### src/rtl/router_pkg.sv
// Shared types for the router input buffer: packet-parsing states and the flit type.
package router_pkg;

    localparam int FLIT_W_DEFAULT = 16;

    typedef logic [FLIT_W_DEFAULT-1:0] flit_t;

    typedef enum logic [2:0] {
        B_IDLE    = 3'd0,
        B_REQ     = 3'd1,
        B_HEADER  = 3'd2,
        B_SIZE    = 3'd3,
        B_PAYLOAD = 3'd4
    } buffer_state;

endpackage

### src/rtl/router_input_buffer_fifo_sync.sv
// Synchronous FIFO with registered occupancy count; pointers wrap naturally
// because DEPTH is a power of two.
module fifo_sync #(
    parameter int WIDTH = 16,
    parameter int DEPTH = 4,
    localparam int AW   = $clog2(DEPTH)
) (
    input  logic             clock,
    input  logic             reset,
    input  logic             push,
    input  logic             pop,
    input  logic [WIDTH-1:0] data_in,
    output logic [WIDTH-1:0] data_out,
    output logic             full,
    output logic             empty,
    output logic [AW:0]      count
);

    logic [DEPTH-1:0][WIDTH-1:0] mem;
    logic [AW-1:0]               wr_ptr;
    logic [AW-1:0]               rd_ptr;
    logic                        do_push;
    logic                        do_pop;

    assign full     = (count == (AW+1)'(DEPTH));
    assign empty    = (count == '0);
    assign do_push  = push && !full;
    assign do_pop   = pop && !empty;
    assign data_out = mem[rd_ptr];

    // Storage, pointers and count; storage is cleared so the head reads 0 after reset.
    always_ff @(posedge clock) begin
        if (reset) begin
            mem    <= '0;
            wr_ptr <= '0;
            rd_ptr <= '0;
            count  <= '0;
        end else begin
            if (do_push) begin
                mem[wr_ptr] <= data_in;
                wr_ptr      <= wr_ptr + 1'b1;
            end
            if (do_pop) begin
                rd_ptr <= rd_ptr + 1'b1;
            end
            case ({do_push, do_pop})
                2'b10:   count <= count + 1'b1;
                2'b01:   count <= count - 1'b1;
                default: count <= count;
            endcase
        end
    end

endmodule

### src/rtl/router_input_buffer.sv
// Router input port: buffers incoming flits, requests an output port for the
// packet at the head, then streams header, size and payload under credit.
module router_input_buffer
    import router_pkg::*;
#(
    parameter int FLIT_WIDTH   = 16,
    parameter int BUFFER_DEPTH = 4,
    localparam int PTR_WIDTH   = $clog2(BUFFER_DEPTH)
) (
    input  logic                  clock,
    input  logic                  reset,
    input  logic                  rx,
    input  logic [FLIT_WIDTH-1:0] data_i,
    output logic                  credit_o,
    output logic                  req_o,
    output logic [FLIT_WIDTH-1:0] dest_o,
    input  logic                  grant_i,
    output logic                  tx,
    output logic [FLIT_WIDTH-1:0] data_o,
    input  logic                  credit_i,
    output logic                  eop_o,
    output logic                  busy_o,
    output logic                  overflow_o
);

    buffer_state           state;
    buffer_state           state_nxt;
    logic [FLIT_WIDTH-1:0] head;
    logic [FLIT_WIDTH-1:0] size_cnt;
    logic [PTR_WIDTH:0]    count;
    logic                  full;
    logic                  empty;
    logic                  push;
    logic                  pop;
    logic                  streaming;
    logic                  last_flit;

    fifo_sync #(
        .WIDTH (FLIT_WIDTH),
        .DEPTH (BUFFER_DEPTH)
    ) u_fifo (
        .clock    (clock),
        .reset    (reset),
        .push     (push),
        .pop      (pop),
        .data_in  (data_i),
        .data_out (head),
        .full     (full),
        .empty    (empty),
        .count    (count)
    );

    // credit comes straight from the registered count, so no combinational path from rx
    assign credit_o  = (count != (PTR_WIDTH+1)'(BUFFER_DEPTH));
    assign push      = rx && credit_o;
    assign streaming = (state == B_HEADER) || (state == B_SIZE) || (state == B_PAYLOAD);
    assign tx        = streaming && !empty;
    assign pop       = tx && credit_i;
    assign last_flit = ((state == B_SIZE) && (head == '0)) ||
                       ((state == B_PAYLOAD) && (size_cnt == FLIT_WIDTH'(1)));
    assign eop_o     = pop && last_flit;
    assign req_o     = (state == B_REQ);
    assign dest_o    = req_o ? head : '0;
    assign data_o    = head;
    assign busy_o    = (state != B_IDLE);

    // Packet walk: an empty FIFO mid-packet simply holds the state.
    always_comb begin
        state_nxt = state;
        case (state)
            B_IDLE:    if (!empty)  state_nxt = B_REQ;
            B_REQ:     if (grant_i) state_nxt = B_HEADER;
            B_HEADER:  if (pop)     state_nxt = B_SIZE;
            B_SIZE:    if (pop)     state_nxt = (head == '0) ? B_IDLE : B_PAYLOAD;
            B_PAYLOAD: if (pop && last_flit) state_nxt = B_IDLE;
            default:   state_nxt = B_IDLE;
        endcase
    end

    // State, remaining-payload counter and sticky overflow flag.
    always_ff @(posedge clock) begin
        if (reset) begin
            state      <= B_IDLE;
            size_cnt   <= '0;
            overflow_o <= 1'b0;
        end else begin
            state <= state_nxt;
            if (pop && (state == B_SIZE)) begin
                size_cnt <= head;
            end else if (pop && (state == B_PAYLOAD)) begin
                size_cnt <= size_cnt - 1'b1;
            end
            if (rx && !credit_o) begin
                overflow_o <= 1'b1;
            end
        end
    end

endmodule

### config.mk
export PLATFORM = sky130hd
export DESIGN_NAME = router_input_buffer
export DESIGN_NICKNAME = d
export VERILOG_FILES = /design/src/rtl/router_pkg.sv /design/src/rtl/router_input_buffer_fifo_sync.sv /design/src/rtl/router_input_buffer.sv
export SDC_FILE = /design/constraint.sdc
export NUM_CORES = 1
export LEC_CHECK = 0
export ABC_AREA = 1
export BUFFER_PORTS_ARGS = -buffer_cell sky130_fd_sc_hd__buf_4
export CAP_MARGIN = 0
export CORE_ASPECT_RATIO = 0.9
export CORE_MARGIN = 10
export CORE_UTILIZATION = 45
export DETAILED_ROUTE_END_ITERATION = 12
export GPL_TIMING_DRIVEN = 0
export PLACE_DENSITY = 0.73
export SETUP_SLACK_MARGIN = 0.2
export SLEW_MARGIN = 20
export SYNTH_ARGS = -nofsm -noshare
export SYNTH_HDL_FRONTEND = slang
export SYNTH_HIERARCHICAL = 1
export SYNTH_SLANG_ARGS = --single-unit
### constraint.sdc
create_clock -name clock -period 2.35 [get_ports clock]
set_input_delay 0.47 -clock clock [delete_from_list [all_inputs] [get_ports clock]]
set_output_delay 0.47 -clock clock [all_outputs]
set_load 0.01 [all_outputs]
==> flow_summary.yaml, run 1 <==
timing:
  fin_crit_sh: 1.07
  rsz0062_at_grt: "true"
  post-route-worst-setup-slack_ns: -0.155
  worst_pin_slew_ns: 0.606
  setup_violations: 2
  timing.hold.ws_ns: 0.373
  fin_crit_ns: 2.51
  timing_hold_violations_final: 0
  clock_skew_ns: 0.00744
  slew_viol_final: 0
  maxSlewHeadroom: 0.596
  fmax_ghz: 0.399
pwr:
  clkPwrFrac: 0.256
  p_total_mw: 5.26
  netSwitchingPower_mw: 2.00
  leakage_nw: 3.67
  p_seq_frac: 0.339
  switching_share: 0.379
  p_int_mw: 3.26
  power.density_nw_per_um2: 716
  irDropWorstVdd_v: 0.000521
  p_comb_frac: 0.406
cells_and_area:
  nets: 1058
  layout-drive-gt1-share: 0.249
  fill_cells: 1122
  antenna_cells: 0
  postLayoutCellArea_um2: 7350
  area_delta_synth_final_pct: 28.6
setup_path:
  endpoint_kind: "output port"
  critPathMostFrequentCell: "buf_8"
  max_stage_delay_ns: 0.34
  cp.buffers_inverters: 4
  cpLargestDelayFamily: "buffers and inverters"
  r2r-end: "state[2]$_SDFFE_PP0P_"
  critical_path.max_fanout: 8
  r2r_cells: 15
  r2r-start: "u_fifo/rd_ptr[0]$_SDFFE_PP0P_"
  crit_slowest_cell: "dfxtp_2"
  r2r_setup_slack_ns: 0.32
  critPathArrivalTime_ns: 2.04
  setup.worst_path.start_class: "register"
  crit_type: "register to output port"
  worstPathRequired_ns: 1.88
  crit_chain: "buf_8 > inv_8 > buf_8 > o21ai_1 > o22ai_2 > nor2_1 > nand2_2 > nor2_4 > nand3_2 > a21oi_2 > buf_4"
job:
  maxCapViolCount: 0
die:
  die_h_um: 127
  ios: 59
  die_w_um: 139
  start_util: 0.467
  num_rows: 38
  core_area_um2: 12200
  die_area_um2: 17600
synthesis:
  syn-instance-count: 934
  synth_warnings: 6
  synth_nets: 963
  avgSynthCellArea_um2: 6.12
  netlist_area_um2: 5710
clocking:
  cts_buffers: 9
  clock-sinks: 91
  clockBufferDepth: 2
  htreeDepth: 3
  cts.clk_slew.worst_paths_ns: 0.06
  cts-root-buf: "clkbuf_16"
  cts_tree: "done"
  insertion_delay_ns: 0.34
placement:
  port_buffers: 58
  place_area_um2: 6350
  gp_congestion: 0.924
  dp_hpwl_um: 13000
min_path:
  min_path_cells: 2
  hold_start: "reset"
  hold_class: "input pin to register"
  holdPathEnd: "u_fifo/rd_ptr[1]$_SDFFE_PP0P_"
detailed_routing:
  drtPass1Iterations: 5
  num_vias: 6230
  viasPerCell: 5.22
  antenna_left: 0
  wirelength_um: 18400
  drtIter0Drc: 653
  drc: 0
  wl_per_cell_um: 15.4
status:
  violations: "setup timing"
  outcome: "complete, but fails checks"
global_route:
  antenna_found_initial: 0
  grt_pass1_wl_um: 29800
  track_usage: 0.204
  grt_pass1_vias: 5875
  grt_max_degree: 15
  overflow: 0
-- routing by layer --
metal	wire (µm)	global-route usage	share of wire	vias to the layer above
li1	-	-	-	3069
met1	7890	0.271	0.43	2822
met2	8400	0.315	0.46	300
met3	1590	0.0384	0.086	39
met4	558	0.0889	0.030	0
met5	0	0	0	-
-- area by class of cell --
class / count / area [µm²] / share of cell area
timing repair buffer: 84 / 643 / 0.0875
sequential: 91 / 1840 / 0.250
clock buffer: 12 / 246 / 0.0335
multi-input combinational: 582 / 3220 / 0.438
clock inverter: 4 / 26.3 / 0.00358
tap: 160 / 200 / 0.0272
buffer: 50 / 375 / 0.0511
inverter: 211 / 805 / 0.110
-- power by group through the flow --
stage / combinational [mW] / clock, mW / sequential, mW
after global routing: 2.37 / 1.43 / 1.80
after floorplan: 1.22 / 0 / 1.77
final: 2.13 / 1.34 / 1.78
after global placement: 1.76 / 0 / 1.79
after detailed placement: 1.77 / 0 / 1.79
after CTS: 1.99 / 1.38 / 1.77
-- state kept, by name, summed over array words and instances, names as in the netlist --
| signal | cells |
|---|---|
| overflow_o | 1 |
| u_fifo/rd_ptr | 2 |
| u_fifo/wr_ptr | 2 |
| state | 3 |
| u_fifo/mem | 64 |
| size_cnt | 16 |
| u_fifo/count | 3 |
-- worst reg2reg max path, delay by kind of cell (launching register included) --
| family | cells | cell delay [ns] |
|---|---|---|
| AOI/OAI and AO/OA | 3 | 0.43 |
| buffers and inverters | 4 | 0.40 |
| DFF | 1 | 0.34 |
| and+or+nand+nor | 8 | 0.77 |
-- stage by stage --
| step | TNS, ns | setup WS (ns) | cells | util |
|---|---|---|---|---|
| floorplan | 0 | 0.235 | 934 | - |
| global placement | -1.09 | -0.350 | 1152 | 0.520 |
| detailed placement | -1.35 | -0.398 | 1152 | 0.520 |
| CTS | -0.108 | -0.108 | 1184 | 0.584 |
| global route | -0.502 | -0.242 | 1194 | 0.601 |
| finish | -0.162 | -0.155 | 1194 | 0.601 |
-- what timing repair did --
| action | 4_1_cts | 5_1_grt |
|---|---|---|
| gates resized for setup | 133 | 37 |
| pin swaps | 19 | 21 |
| hold buffers | 0 | 0 |
| gates cloned | 1 | 1 |
| endpoints found under the setup margin | 41 | 25 |
| buffers inserted | 15 | 9 |
-- cell usage in the layout (no fill, tap or decap), types with 8 or more instances in the layout --
cell type and count:
o21ai_0 16, nand2_1 197, nor2_2 38, nand4_1 65
o211ai_1 8, inv_2 11, o21ai_1 20, buf_4 82
inv_1 197, o22ai_2 12, clkbuf_16 10, nor2_1 111
buf_1 8, nand3_1 22, dfxtp_1 84, o21ai_2 13
a21oi_1 26, buf_2 22
-- how the worst max path moves through the flow --
stage | from | end | slack [ns] | depth (start not counted)
after floorplan | u_fifo/count[2]$_SDFFE_PP0P_ | u_fifo/count[2]$_SDFFE_PP0P_ | 0.23 | 17
after global placement | u_fifo/rd_ptr[0]$_SDFFE_PP0P_ | eop_o | -0.35 | 11
after detailed placement | u_fifo/rd_ptr[0]$_SDFFE_PP0P_ | eop_o | -0.40 | 11
after CTS | u_fifo/rd_ptr[0]$_SDFFE_PP0P_ | eop_o | -0.11 | 11
after global routing | u_fifo/rd_ptr[0]$_SDFFE_PP0P_ | eop_o | -0.24 | 11
final | u_fifo/rd_ptr[0]$_SDFFE_PP0P_ | eop_o | -0.16 | 11
Power figures use the tool's default switching activity.
==> inputs of run 2 (changes only) <==
--- a/config.mk
+++ b/config.mk
@@ -14,9 +14,8 @@
 export DETAILED_ROUTE_END_ITERATION = 12
 export GPL_TIMING_DRIVEN = 0
-export PLACE_DENSITY = 0.73
+export PLACE_DENSITY = 0.74
 export SETUP_SLACK_MARGIN = 0.2
 export SLEW_MARGIN = 20
 export SYNTH_ARGS = -nofsm -noshare
 export SYNTH_HDL_FRONTEND = slang
-export SYNTH_HIERARCHICAL = 1
 export SYNTH_SLANG_ARGS = --single-unit
==> constraint.sdc (replaced) <==
create_clock -name clock -period 2.35 [get_ports clock]
set_input_delay 0.235 -clock clock [delete_from_list [all_inputs] [get_ports clock]]
set_output_delay 0.235 -clock clock [all_outputs]
set_load 0.01 [all_outputs]
==> run 2 against run 1 <==
Compared with the run above: cell area decreased by 22%; highest routed layer unchanged; critical path depth unchanged; combinational power shrank 33%; the flow now finishes without violations; largest power group is now sequential cells.
==> flow_summary.yaml, run 2 <==
global_route:
  grt_pass1_wl_um: 24000
  overflow: 0
  antenna_found_initial: 0
  grt_max_degree: 15
  grt_pass1_vias: 4809
  track_usage: 0.200
synthesis:
  synth_nets: 720
  synth_warnings: 0
  async_reset_ff_frac: 0
  synth_top_area_cell: "dfxtp_1"
  synth_ff_type: "dfxtp_1"
  synth-seq-cells: 91
  syn-instance-count: 691
  synthDistinctLibCells: 39
  ys_top_cells_by_count: "nand2_1 (182), nand3_1 (116), dfxtp_1 (91)"
  avgSynthCellArea_um2: 6.76
  synth_top_area_share: 0.390
  synth_area_leaders: "dfxtp_1 (39%), nand2_1 (15%), nand3_1 (12%)"
  yosysMostFrequentCell: "nand2_1"
  ys_seq_area_frac: 0.390
  synth_edf_count: 0
  netlist_area_um2: 4670
pwr:
  power.density_nw_per_um2: 781
  p_int_mw: 2.88
  p_comb_frac: 0.317
  clkPwrFrac: 0.299
  leakage_nw: 2.47
  irDropWorstVdd_v: 0.000402
  p_seq_frac: 0.383
  switching_share: 0.356
  netSwitchingPower_mw: 1.59
  p_total_mw: 4.47
placement:
  dp_cells: 877
  port_buffers: 57
  dp_hpwl_um: 10900
  dp_slack_ns: 0.0562
  gp_congestion: 0.935
setup_path:
  max_stage_delay_ns: 0.31
  critical_path.max_fanout: 10
  crit_slowest_cell: "dfxtp_1"
  r2r-start: "state[2]$_SDFFE_PP0P_"
  worstPathRequired_ns: 2.12
  crit_path_start: "u_fifo.rd_ptr[1]$_SDFFE_PP0P_"
  cpLargestDelayFamily: "simple AND/OR/NAND/NOR gates"
  cp.buffers_inverters: 3
  critPathArrivalTime_ns: 1.97
  crit_chain: "buf_6 > inv_6 > nand3_1 > nand2_1 > nand2_1 > nor2_1 > nand2_1 > nor2_2 > nand2_2 > nand2_1 > buf_4"
  setup.worst_path.start_class: "register"
  critPathMostFrequentCell: "nand2_1"
  crit_type: "register to output port"
  endpoint_kind: "output port"
detailed_routing:
  drtIter0Drc: 543
  drtPass1Iterations: 5
  antenna_left: 0
  wl_per_cell_um: 17.1
  num_vias: 5094
  wirelength_um: 15500
  viasPerCell: 5.63
  drc: 0
timing:
  timing_hold_violations_final: 0
  tns_ns: 0
  fin_crit_ns: 2.20
  slew_viol_final: 0
  clock_skew_ns: 0.00641
  setup_violations: 0
  fin_crit_sh: 0.936
  post-route-worst-setup-slack_ns: 0.150
  worst_pin_slew_ns: 0.668
  timing.hold.ws_ns: 0.178
  maxSlewHeadroom: 0.554
  rsz0062_at_grt: "true"
  fmax_ghz: 0.454
clocking:
  insertion_delay_ns: 0.35
  clock-sinks: 91
  htreeDepth: 3
  cts-root-buf: "clkbuf_16"
  cts_tree: "done"
  cts.clk_slew.worst_paths_ns: 0.07
  hold_buffers: 0
  cts_buffers: 9
  clockBufferDepth: 2
cells_and_area:
  top_regs: "u_fifo.mem x64, size_cnt x16"
  instances_no_fill: 904
  nets: 800
  multi_input_area_um2: 2470
  regMostFlops: "u_fifo.mem"
  register_area_um2: 1820
  mostFrequentLayoutCell: "nand2_1"
  fill_cells: 987
  area_delta_synth_final_pct: 22.5
  final_cell_mix: "nand2_1 (170), nand3_1 (111), dfxtp_1 (90), a21oi_1 (86), buf_4 (72)"
  largest_reg_flops: 64
  layout-drive-gt1-share: 0.195
  antenna_cells: 0
die:
  num_rows: 35
  core_area_um2: 10200
  die_area_um2: 14900
  ios: 59
  start_util: 0.458
  die_w_um: 127
  die_h_um: 117
status:
  outcome: "completed"
min_path:
  hold_start: "rx"
  hold_class: "input pin to register"
job:
  maxCapViolCount: 0
run 2: kinds of logic after synthesis:
group | count (synthesis) | share of synthesized area
adders and majority gates | 8 | 0.0230
xor gates and xnor gates | 6 | 0.0113
AOI/OAI and AO/OA | 116 | 0.130
buffers and inverters | 98 | 0.0948
DFF | 91 | 0.390
and+or+nand+nor | 372 | 0.351
run 2: per-stage QoR:
stage / util / area (µm²)
3_5_place_dp: 0.516 / 5260
3_3_place_gp: 0.516 / 5260
4_1_cts: 0.551 / 5620
5_1_grt: 0.561 / 5720
2_1_floorplan: - / 4670
6_report: 0.561 / 5720
run 2: timing repair:
action,in CTS,in global routing
resized for setup,16,24
endpoints found under the setup margin,12,23
setup buffers,7,5
pin swaps,7,9
run 2: layer usage:
metal	track usage	routed length, µm	up-vias
met3	0.0535	1460	48
met5	0.0138	0	-
met2	0.320	7130	262
li1	-	-	2426
met4	0.0902	434	0
met1	0.247	6440	2358
run 2: area by class of cell:
class / count / share of cell area
Tap cell: 129 / 0.0282
Inverter: 54 / 0.0367
Timing Repair Buffer: 69 / 0.0927
Buffer: 44 / 0.0459
Sequential cell: 91 / 0.319
Clock inverter: 5 / 0.00547
Clock buffer: 10 / 0.0400
Multi-Input combinational cell: 502 / 0.432
run 2: worst min-delay path, delay by kind of cell:
family / cells / cell delay [ns]
buffers and inverters: 1 / 0.11
and+or+nand+nor: 1 / 0.08
AOI/OAI and AO/OA: 1 / 0.06
run 2: final timing paths:
check / depth (start not counted) / slack (ns) / to
worst max-delay path: 11 / 0.15 / eop_o
worst min register to register: 2 / 0.45 / overflow_o$_SDFFE_PP0P_
worst max register to register: 12 / 0.31 / u_fifo.count[2]$_SDFFE_PP0P_
worst min-delay path: 3 / 0.18 / overflow_o$_SDFFE_PP0P_
run 2: power by group through the flow:
stage / clock, mW / combinational, mW / sequential, mW
CTS: 1.34 / 1.34 / 1.71
global placement: 0 / 1.25 / 1.74
floorplan: 0 / 0.849 / 1.73
global route: 1.39 / 1.55 / 1.72
detailed placement: 0 / 1.28 / 1.74
finish: 1.34 / 1.42 / 1.71
==> inputs of run 3 (changes only) <==
CORE_UTILIZATION = 50   (was 45)
MAX_ROUTING_LAYER = met4   (was not set)
PLACE_DENSITY = 0.79   (was 0.74)
==> run 3 against run 2 <==
Compared with the run above: via count is 0.59% higher; largest cell class unchanged; sequential cell count stayed put; wire length is 1.3% lower; clock skew is 0.0073 ns higher; register-to-register slack worse by 0.03 ns; first-iteration DRC count is 29% higher; cell area is 3.1% higher; critical path type unchanged; sequential power hardly changed; hold slack worse by 0.018 ns; non-clock buffer count is 21 higher; power is 5.2% lower.
==> flow_summary.yaml, run 3 (synthesis gave the netlist of run 2 again) <==
min_path:
  hold_class: "input pin to register"
setup_path:
  endpoint_kind: "output port"
  worstPathRequired_ns: 2.12
  critical_path.max_fanout: 8
  r2r-start: "u_fifo.rd_ptr[0]$_SDFFE_PP0P_"
  critPathArrivalTime_ns: 1.95
  setup.worst_path.start_class: "register"
  crit_path_start: "u_fifo.rd_ptr[0]$_SDFFE_PP0P_"
  r2r-end: "state[2]$_SDFFE_PP0P_"
  crit_end: "eop_o"
  crit_type: "register to output port"
  r2r_setup_slack_ns: 0.28
  r2r_cells: 17
global_route:
  track_usage: 0.220
  antenna_found_initial: 0
  grt_max_degree: 16
  grt_pass1_wl_um: 24100
  overflow: 0
  grt_pass1_vias: 4865
clocking:
  cts_buffers: 9
  cts.clk_slew.worst_paths_ns: 0.09
  cts_tree: "done"
  cts-root-buf: "clkbuf_8"
  insertion_delay_ns: 0.37
  clock-sinks: 91
  htreeDepth: 3
  clockBufferDepth: 2
  hold_buffers: 0
detailed_routing:
  drtPass1Iterations: 5
  viasPerCell: 5.58
  wl_per_cell_um: 16.6
  wirelength_um: 15300
  drtIter0Drc: 701
  num_vias: 5124
  antenna_left: 0
  drc: 0
die:
  ios: 59
  start_util: 0.512
  die_w_um: 122
  die_h_um: 112
  die_area_um2: 13600
  core_area_um2: 9130
  num_rows: 33
timing:
  timing_hold_violations_final: 0
  rsz0062_at_grt: "true"
  worst_pin_slew_ns: 0.604
  maxSlewHeadroom: 0.597
  slew_viol_final: 0
  fin_crit_sh: 0.931
  tns_ns: 0
  setup_violations: 0
  fmax_ghz: 0.457
  fin_crit_ns: 2.19
  clock_skew_ns: 0.0137
cells_and_area:
  largest_reg_flops: 64
  regMostFlops: "u_fifo.mem"
  multi_input_area_um2: 2550
  nets: 821
  mostFrequentLayoutCell: "nand2_1"
  fill_cells: 783
  final_cell_mix: "nand2_1 (163), nand3_1 (102), buf_4 (90), dfxtp_1 (90), a21oi_1 (85)"
  area_delta_synth_final_pct: 26.3
  layout-drive-gt1-share: 0.241
  antenna_cells: 0
  top_regs: "u_fifo.mem x64, size_cnt x16"
  register_area_um2: 1820
job:
  maxCapViolCount: 0
placement:
  gp_congestion: 0.929
  port_buffers: 57
  dp_hpwl_um: 10700
pwr:
  power.density_nw_per_um2: 718
  irDropWorstVdd_v: 0.000374
  leakage_nw: 2.59
  p_total_mw: 4.24
status:
  outcome: "completed"
==> run 3: cell types whose count changed in the layout (fill, tap and decap cells not counted), moves of 2 or more <==
cell,previous run,this run
nor3_2,1,4
inv_6,1,3
clkbuf_8,0,10
clkbuf_16,9,1
nor3_1,8,5
buf_6,6,9
nand2_2,16,24
inv_2,7,5
nand3_1,111,102
nand3_2,6,15
nand2_1,170,163
buf_4,72,90
==> run 3: routing by layer <==
| layer | wire length, µm | share of wire | vias up | GRT usage |
|---|---|---|---|---|
| met5 | 0 | 0 | - | - |
| met4 | 227 | 0.015 | 0 | 0.0556 |
| met3 | 1180 | 0.077 | 23 | 0.0429 |
| met2 | 7520 | 0.49 | 235 | 0.362 |
| met1 | 6350 | 0.42 | 2399 | 0.267 |
| li1 | - | - | 2467 | - |
==> run 3: metrics by stage <==
stage	util	area, µm²	worst slack [ns]	std cells	hold WS [ns]
floorplan	-	4670	0.370	691	0.400
global placement	0.575	5250	0.183	870	0.440
detailed placement	0.575	5250	0.0756	870	0.447
CTS	0.628	5730	0.202	910	0.159
global route	0.647	5900	0.0895	918	0.153
finish	0.647	5900	0.161	918	0.160
==> run 3: how the worst min path moves through the flow <==
stage / from / to / slack [ns] / depth (start not counted)
floorplan: data_i[0] / u_fifo.mem[0]$_SDFFE_PP0P_ / 0.40 / 2
global placement: u_fifo.count[0]$_SDFFE_PP0P_ / u_fifo.count[0]$_SDFFE_PP0P_ / 0.44 / 1
detailed placement: overflow_o$_SDFFE_PP0P_ / overflow_o$_SDFFE_PP0P_ / 0.45 / 2
CTS: rx / overflow_o$_SDFFE_PP0P_ / 0.16 / 3
global route: rx / overflow_o$_SDFFE_PP0P_ / 0.15 / 3
finish: rx / overflow_o$_SDFFE_PP0P_ / 0.16 / 3
==> run 3: area by class of cell <==
cell class	count	share of cell area
inverters	54	0.0367
clock inverters	5	0.00657
flip-flops and latches	91	0.309
clock buffers	10	0.0233
multi-input cells	502	0.432
repair buffers	90	0.121
well taps	122	0.0259
plain buffers	44	0.0454
==> run 3: critical path, stage by stage, from the launching register on <==
cell and delay (ns):
dfxtp_2 0.34, buf_8 0.13, inv_6 0.06, buf_6 0.14, nand2_2 0.06, nand3_2 0.07, nand2_2 0.10, nand2_1 0.06
nor2_1 0.11, nand2_1 0.10, nor2_2 0.15, nand2_2 0.09, nand2_2 0.07, buf_6 0.10
==> run 3: power by group <==
group / internal (mW) / switching, mW
registers: 1.65 / 0.0651
logic: 0.607 / 0.927
clock network: 0.413 / 0.578
==> run 3: repair_timing <==
action,CTS,global route
gates resized for setup,37,28
buffers inserted,23,7
hold endpoints to repair,0,0
pin swaps,18,12
setup endpoints to repair,12,13
gates cloned,2,1
